--- config.mk ---
export PLATFORM = sky130hd
export DESIGN_NAME = restore_tile_from_map_flat
export DESIGN_NICKNAME = d
export VERILOG_FILES = /design/src/rtl/restore_tile_if.sv /design/src/rtl/restore_tile_from_map.sv /design/src/flat_wrapper.sv
export SDC_FILE = /design/constraint.sdc
export NUM_CORES = 1
export LEC_CHECK = 0
export BUFFER_PORTS_ARGS = -buffer_cell sky130_fd_sc_hd__buf_2
export CORE_ASPECT_RATIO = 0.6
export CORE_MARGIN = 1
export CORE_UTILIZATION = 48
export DETAILED_ROUTE_END_ITERATION = 12
export GPL_TIMING_DRIVEN = 1
export PLACE_DENSITY_LB_ADDON = 0.1
export SKIP_CTS_REPAIR_TIMING = 1
export SLEW_MARGIN = 5
export SYNTH_ARGS = -nofsm -noshare
export SYNTH_HDL_FRONTEND = slang
export SYNTH_SLANG_ARGS = --single-unit
--- constraint.sdc ---
create_clock -name clk -period 3.9 [get_ports clk]
set_input_delay 0.195 -clock clk [delete_from_list [all_inputs] [get_ports clk]]
set_output_delay 0.195 -clock clk [all_outputs]
set_load 0.005 [all_outputs]
--- src/rtl/restore_tile_if.sv ---
// Tile-restore bus: controller handshake, background-map read port and VGA pixel stream.
interface restore_tile_if #(
    parameter int COLOUR_W = 9,
    parameter int ADDR_W   = 15
);
    logic                start;
    logic [3:0]          grid_x;
    logic [3:0]          grid_y;
    logic [COLOUR_W-1:0] bg_q;
    logic [ADDR_W-1:0]   bg_addr;
    logic [7:0]          x;
    logic [6:0]          y;
    logic [COLOUR_W-1:0] colour;
    logic                plot;
    logic                busy;
    logic                done;

    modport master (
        output start, grid_x, grid_y, bg_q,
        input  bg_addr, x, y, colour, plot, busy, done
    );

    modport slave (
        input  start, grid_x, grid_y, bg_q,
        output bg_addr, x, y, colour, plot, busy, done
    );
endinterface

--- src/rtl/restore_tile_from_map.sv ---
// Redraws one 20x20 tile from the 160x120 background map RAM as a VGA pixel stream.
module restore_tile_from_map #(
    parameter int TILE     = 20,
    parameter int GRID_W   = 8,
    parameter int GRID_H   = 6,
    parameter int SCREEN_W = 160,
    parameter int COLOUR_W = 9,
    parameter int ADDR_W   = 15
) (
    input  logic           clk,
    input  logic           resetn,
    restore_tile_if.slave  bus
);

    typedef enum logic [1:0] {IDLE, FETCH, DRAIN, DONE} state_t;

    state_t     r_state;
    logic [3:0] r_gx, r_gy;
    logic [4:0] r_cx, r_cy;
    logic [7:0] r_x;
    logic [6:0] r_y;
    logic       r_plot, r_busy, r_done;

    logic [7:0]        w_tx, w_px;
    logic [6:0]        w_ty, w_py;
    logic [ADDR_W-1:0] w_addr;
    logic              w_accept, w_cx_last, w_cy_last;

    // Tile origin: g*20 built from shifts so no multiplier is inferred.
    assign w_tx = ({4'b0, r_gx} << 4) + ({4'b0, r_gx} << 2);
    assign w_ty = ({3'b0, r_gy} << 4) + ({3'b0, r_gy} << 2);
    assign w_px = w_tx + {3'b0, r_cx};
    assign w_py = w_ty + {2'b0, r_cy};

    generate
        if (SCREEN_W == 160) begin : g_stride_160
            assign w_addr = (ADDR_W'(w_py) << 7) + (ADDR_W'(w_py) << 5) + ADDR_W'(w_px);
        end else begin : g_stride_generic
            assign w_addr = ADDR_W'(w_py) * ADDR_W'(SCREEN_W) + ADDR_W'(w_px);
        end
    endgenerate

    assign w_accept  = bus.start && (bus.grid_x < 4'(GRID_W)) && (bus.grid_y < 4'(GRID_H));
    assign w_cx_last = (r_cx == 5'(TILE - 1));
    assign w_cy_last = (r_cy == 5'(TILE - 1));

    // Counters freeze on the last pixel, so bg_addr holds through DRAIN.
    assign bus.bg_addr = w_addr;
    assign bus.x       = r_x;
    assign bus.y       = r_y;
    assign bus.colour  = bus.bg_q;
    assign bus.plot    = r_plot;
    assign bus.busy    = r_busy;
    assign bus.done    = r_done;

    always_ff @(posedge clk) begin
        if (!resetn) begin
            r_state <= IDLE;
            r_gx    <= '0;
            r_gy    <= '0;
            r_cx    <= '0;
            r_cy    <= '0;
            r_x     <= '0;
            r_y     <= '0;
            r_plot  <= 1'b0;
            r_busy  <= 1'b0;
            r_done  <= 1'b0;
        end else begin
            r_done <= 1'b0;
            case (r_state)
                IDLE: begin
                    r_plot <= 1'b0;
                    if (w_accept) begin
                        r_gx    <= bus.grid_x;
                        r_gy    <= bus.grid_y;
                        r_cx    <= '0;
                        r_cy    <= '0;
                        r_busy  <= 1'b1;
                        r_state <= FETCH;
                    end
                end
                FETCH: begin
                    // Pixel coordinates trail the address by one cycle to meet the RAM data.
                    r_x    <= w_px;
                    r_y    <= w_py;
                    r_plot <= 1'b1;
                    if (w_cx_last) begin
                        if (w_cy_last) begin
                            r_state <= DRAIN;
                        end else begin
                            r_cx <= '0;
                            r_cy <= r_cy + 5'd1;
                        end
                    end else begin
                        r_cx <= r_cx + 5'd1;
                    end
                end
                DRAIN: begin
                    r_plot  <= 1'b0;
                    r_busy  <= 1'b0;
                    r_done  <= 1'b1;
                    r_state <= DONE;
                end
                DONE: begin
                    r_plot  <= 1'b0;
                    r_state <= IDLE;
                end
                default: r_state <= IDLE;
            endcase
        end
    end

endmodule

--- src/flat_wrapper.sv ---
// flat-port wrapper written by rule: the top's interface ports become plain ports
module restore_tile_from_map_flat 
#(
    parameter int TILE     = 20,
    parameter int GRID_W   = 8,
    parameter int GRID_H   = 6,
    parameter int SCREEN_W = 160,
    parameter int COLOUR_W = 9,
    parameter int ADDR_W   = 15
)
  (clk, resetn, bus_start, bus_grid_x, bus_grid_y, bus_bg_q, bus_bg_addr, bus_x, bus_y, bus_colour, bus_plot, bus_busy, bus_done);
  restore_tile_if #(.COLOUR_W(COLOUR_W), .ADDR_W(ADDR_W)) bus_i ();
  input  logic clk;
  input  logic resetn;
  input wire logic [$bits(bus_i.start)-1:0] bus_start;
  input wire logic [$bits(bus_i.grid_x)-1:0] bus_grid_x;
  input wire logic [$bits(bus_i.grid_y)-1:0] bus_grid_y;
  input wire logic [$bits(bus_i.bg_q)-1:0] bus_bg_q;
  output wire logic [$bits(bus_i.bg_addr)-1:0] bus_bg_addr;
  output wire logic [$bits(bus_i.x)-1:0] bus_x;
  output wire logic [$bits(bus_i.y)-1:0] bus_y;
  output wire logic [$bits(bus_i.colour)-1:0] bus_colour;
  output wire logic [$bits(bus_i.plot)-1:0] bus_plot;
  output wire logic [$bits(bus_i.busy)-1:0] bus_busy;
  output wire logic [$bits(bus_i.done)-1:0] bus_done;
  assign bus_i.start = bus_start;
  assign bus_i.grid_x = bus_grid_x;
  assign bus_i.grid_y = bus_grid_y;
  assign bus_i.bg_q = bus_bg_q;
  assign bus_bg_addr = bus_i.bg_addr;
  assign bus_x = bus_i.x;
  assign bus_y = bus_i.y;
  assign bus_colour = bus_i.colour;
  assign bus_plot = bus_i.plot;
  assign bus_busy = bus_i.busy;
  assign bus_done = bus_i.done;
  restore_tile_from_map #(.TILE(TILE), .GRID_W(GRID_W), .GRID_H(GRID_H), .SCREEN_W(SCREEN_W), .COLOUR_W(COLOUR_W), .ADDR_W(ADDR_W)) u_core (.clk(clk), .resetn(resetn), .bus(bus_i));
endmodule
# Yosys cells after proc, flatten, opt, wreduce, memory -nomap -nowiden
# Cells that the tools add are included.
# totals
out_inout_bits	42
memories	0
ramBits	0
mem_bits_ro	0
latchBits	0
reg_bits	38
# classes
n_eq_ne	10
order_cmp	2
bitwise_logic	0
div	0
muxes	15
addsub	8
n_mul	0
n_reduce_logical	11
shift	0
# ops
op	count
$mux 5	5
$pmux 5 s2	2
$add 14x12->15	1
$add 15x8->15	1
$add 5x1->5 const B	2
$eq 5x5->1 const B	2
$add 8x5->8	1
$add 8x6->8	1
$pmux 2 s4	1
$add 7x5->7	1
$add 7x6->7	1
$mux 2	3
$ne 2x1->1 const B	3
$reduce_and 3->1	2
$eq 2x2->1 const B	2
$lt 4x3->1 const B	1
$lt 4x4->1 const B	1
$pmux 1 s2	2
$reduce_and 2->1	2
$reduce_and 4->1	1
$reduce_bool 2->1	2
$ne 3x3->1 const B	1
$reduce_or 3->1	1
$eq 2x1->1 const B	1
other kinds (4)	6

# Depth between registers and ports, before layout
# logic_depth
ltp_word	5
mapped_depth	15
ltp_nobuf	15

# Least setup slack after synthesis
# No wires, ideal clock.
# synth_path
path_type	register to output
startpoint	register u_core.r_cx[4]
endpoint	output bus_bg_addr[12]
t_required_ns	3.705
n_path_buf	0
t_arrival_ns	3.502
slack_ns	0.203
stages_incl_launch_ff	15
cell_sequence	dfxtp_1 inv_1 fa_1 fa_1 inv_1 a21o_1 a21oi_1 xnor2_1 fa_1 fa_1 a21o_1 a21oi_1 o21ai_1 o21ai_0 xnor2_1
# synth_via
elab_chain_len	2
# synth_lines
item	line_no	text
from (decl)	restore_tile_from_map.sv:19	logic [4:0] r_cx, r_cy;
from (signal assigned)	restore_tile_from_map.sv:95	r_cx <= r_cx + 5'd1;
$add 8x5->8	restore_tile_from_map.sv:32	assign w_px = w_tx + {3'b0, r_cx};
via u_core.w_px[7]	restore_tile_from_map.sv:24	logic [7:0] w_tx, w_px;
$add 15x8->15	restore_tile_from_map.sv:37	assign w_addr = (ADDR_W'(w_py) << 7) + (ADDR_W'(w_py) << 5) + ADDR_W'(w_px);
to (decl)	flat_wrapper.sv:19	output wire logic [$bits(bus_i.bg_addr)-1:0] bus_bg_addr;
# The timed path passes the listed nets, and every way through them passes these cells.

# Worst setup path in the final report
# layout_path
startpoint	register u_core.r_gx[2]
endpoint	output bus_bg_addr[14]
# layout_via
elab_chain_len	3
# layout_lines
item	line_no	text
from (decl)	restore_tile_from_map.sv:18	logic [3:0] r_gx, r_gy;
from (signal assigned)	restore_tile_from_map.sv:74	r_gx <= bus.grid_x;
$add 8x6->8	restore_tile_from_map.sv:30	assign w_tx = ({4'b0, r_gx} << 4) + ({4'b0, r_gx} << 2);
$add 8x5->8	restore_tile_from_map.sv:32	
via u_core.w_px[7]	restore_tile_from_map.sv:24	
$add 15x8->15	restore_tile_from_map.sv:37	
# The timed path passes the listed nets, and every way through them passes these cells.

==> results.sh <==
export IMPL_status="finished with violations"
export IMPL_violations="negative setup slack"
export IMPL_place_area_um2=2590
export IMPL_routedWlPerCell_um=13.2
export IMPL_crit_path_start_kind="flop"
export IMPL_numCtsBuffers=5
export IMPL_async_flop_share_pct=0
export IMPL_grt_pass1_vias=1636
export IMPL_path_clk_slew_ns=0.07
export IMPL_clock_sinks=38
export IMPL_grt_pass1_wl_mm=7.78
export IMPL_h_tree_depth=2
export IMPL_swShare_pct=34.4
export IMPL_critPathRequiredTime_ns=3.70
export IMPL_grt_setup_unrepaired="yes"
export IMPL_synth_cells=254
export IMPL_tightest_slew_ns=0.822
export IMPL_routed_wl_mm=4.72
export IMPL_worst_slack_ns=-0.0534
export IMPL_critical_path_cell_chain="inv_2, fa_1, fa_2, inv_2, a21o_1, a21oi_2, xnor2_2, fa_1, buf_4, fa_2, a21o_1, a21oi_2, o21ai_2, o211a_1, buf_2"
export IMPL_finClkSkew_ns=0.00296
export IMPL_power_leakage_nw=1.50
export IMPL_rows=19
export IMPL_fin_total_pwr_mw=1.09
export IMPL_ys_ff_latch=38
export IMPL_finalCriticalPeriod_ns=3.95
export IMPL_die_w_um=93.0
export IMPL_place_congestion=0.726
export IMPL_syn_num_nets=311
export IMPL_viasPerCell=5.11
export IMPL_ys_warn_count=0
export IMPL_initial_utilization_pct=51.2
export IMPL_dp_cells=346
export IMPL_boundaryPins=62
export IMPL_max_vdd_ir_drop_mv=0.209
export IMPL_power_share_sequential_pct=40.8
export IMPL_antennaDiodeCount=0
export IMPL_antenna_found_initial=0
export IMPL_hold_class="input port to flop"
export IMPL_slew_viol_final=0
export IMPL_drive_gt1_share_pct=27.8
export IMPL_grt_ovfl_total=0
export IMPL_powerDensity_nw_per_um2=393
export IMPL_area_growth_pct=16.2
export IMPL_clk_path_buf_depth=2
export IMPL_max_stage_delay_ns=0.52
export IMPL_tritoncts="done"
export IMPL_core_area_um2=4660
export IMPL_grtUsageTotal_pct=19.1
export IMPL_cpMaxStageDelayCell="fa_1"
export IMPL_finalNetCount=351
export IMPL_worstSkewPairLatency_ns=0.29
export IMPL_yosysUniqueCellTypes=41
export IMPL_die_height_um=56.6
export IMPL_drc_errors=0
export IMPL_internal_power_mw=0.713
export IMPL_finalSetupViolCount=3
export IMPL_maxCapViolCount=0
export IMPL_io_buffer_count=43
export IMPL_drt_iter0_drc=79
export IMPL_cp_end_kind="primary output"
export IMPL_synth_edf_count=0
export IMPL_design_area_um2=2770
export IMPL_vias=1831
export IMPL_cp_top_family="adder cells"
export IMPL_first_pass_iters=4
export IMPL_fin_cells=358
export IMPL_netlist_area_um2=2380
export IMPL_postSynthAreaPerCell_um2=9.39
export IMPL_power_switching_mw=0.374
export IMPL_synth_seq_area_share_pct=31.9
export IMPL_relSlewSlack_pct=45.1
export IMPL_final_util_pct=59.5
export IMPL_crit_fanout=2
export IMPL_comb_power_share_pct=33.0
export IMPL_root_buffer="clkbuf_8"
export IMPL_arrival_ns=3.76
export IMPL_fmax_mhz=253
export IMPL_finalHoldViolations=0
export IMPL_finalCritPeriodShare_pct=101
export IMPL_crit_buf_inv=4
export IMPL_fp_dieArea_um2=5260
export IMPL_crit_type="flop to primary output"
export IMPL_grt_max_degree=26
export IMPL_ys_flop_type="dfxtp_1"
export IMPL_antenna_left=0
export IMPL_detailed_place_hpwl_mm=3.48
export IMPL_power_frac_clock_pct=26.2
-- Yosys cell counts (all sizes together), types with 2 or more instances --
cell type,instances,area (um^2)
xnor2,12,105
inv,22,82.6
ha,31,388
o21ai,9,56.3
nand2,13,48.8
nand3,10,50.1
o31ai,2,15.0
mux2i,19,190
a211o,2,17.5
a22o,3,26.3
nand4,2,12.5
nor2,25,93.8
and2,2,15.0
nor3,3,15.0
a21oi,7,35.0
fa,6,120
buf,16,121
o22ai,2,12.5
mux2,2,22.5
dfxtp,38,761
a211oi,3,22.5
a21o,5,37.5
and3,3,18.8
clkbuf,5,18.8
-- layer usage --
metal | share of wire, % | track usage [%]
met4 | 0.97 | 5.27
met5 | 0 | 0
met1 | 55 | 29.0
met2 | 39 | 26.6
met3 | 4.9 | 4.47
-- power groups by stage --
stage | combinational [mW] | sequential (mW) | clock (mW)
final | 0.359 | 0.444 | 0.285
after global routing | 0.399 | 0.448 | 0.308
after CTS | 0.353 | 0.443 | 0.287
after detailed placement | 0.351 | 0.451 | 0
after global placement | 0.348 | 0.450 | 0
after floorplan | 0.281 | 0.449 | 0
-- flip-flops by register name (all words and copies together) (netlist names) --
signal,cells
u_core.r_gy,4
u_core.r_state,2
u_core.r_gx,4
u_core.bus.y,7
u_core.r_cy,5
u_core.bus.busy,1
u_core.bus.plot,1
u_core.bus.x,8
u_core.bus.done,1
u_core.r_cx,5
-- layout by cell type, fill, tap and decap left out, types with 4 or more instances in the layout --
cell type,Yosys,layout
a21oi_1,7,5
nor2_1,25,25
buf_2,1,43
fa_1,6,4
ha_1,31,30
clkbuf_8,0,6
a21o_1,5,5
mux2i_1,19,19
o21ai_1,5,4
xnor2_1,12,11
nand2_1,13,13
dfxtp_1,38,35
inv_1,22,19
buf_4,14,11
nand3_1,10,9
-- worst paths after layout --
| check | from | endpoint | slack, ns | cells past startpoint |
|---|---|---|---|---|
| worst max-delay path | u_core.r_gx[2] | bus_bg_addr[14] | -0.05 | 15 |
| worst min-delay path | bus_grid_x[2] | u_core.r_gx[2] | 0.14 | 3 |
| worst max register to register | u_core.r_gx[2] | u_core.bus.x[7] | 1.71 | 10 |
| worst min register to register | u_core.bus.busy | u_core.bus.busy | 0.47 | 2 |
-- cell type report --
| type | count | area (um^2) |
|---|---|---|
| Tap cell | 63 | 78.8 |
| Multi-Input combinational cell | 173 | 1460 |
| Timing Repair Buffer | 54 | 298 |
| Clock buffer | 7 | 86.3 |
| Sequential cell | 38 | 764 |
| Clock inverter | 1 | 5.00 |
| Inverter | 22 | 82.6 |
| Fill cell | 442 | 1890 |
-- worst reg2reg max path, stage by stage, from the launching register on --
cell	delay, ns
dfxtp_2	0.34
inv_2	0.04
fa_1	0.52
fa_2	0.37
inv_2	0.05
a21o_1	0.11
a21oi_2	0.06
xnor2_2	0.15
buf_4	0.14
buf_4	0.12
a22o_1	0.19
-- cells by family after synthesis --
logic type	share of synthesized area [%]
buf+inv	9.34
mux	8.92
xor+xnor	4.77
simple gates	12.2
fa+ha+maj	21.3
flops	31.9
compound gates	11.5
-- stage by stage --
step,setup WS [ns],hold WS [ns],setup TNS (ns)
floorplan,0.203,0.336,0
global placement,0.0523,0.390,0
detailed placement,0.00728,0.390,0
CTS,-0.332,0.135,-1.20
global route,-0.260,0.150,-0.844
finish,-0.0534,0.138,-0.139
Note: power is estimated with default switching activity, not from simulation.
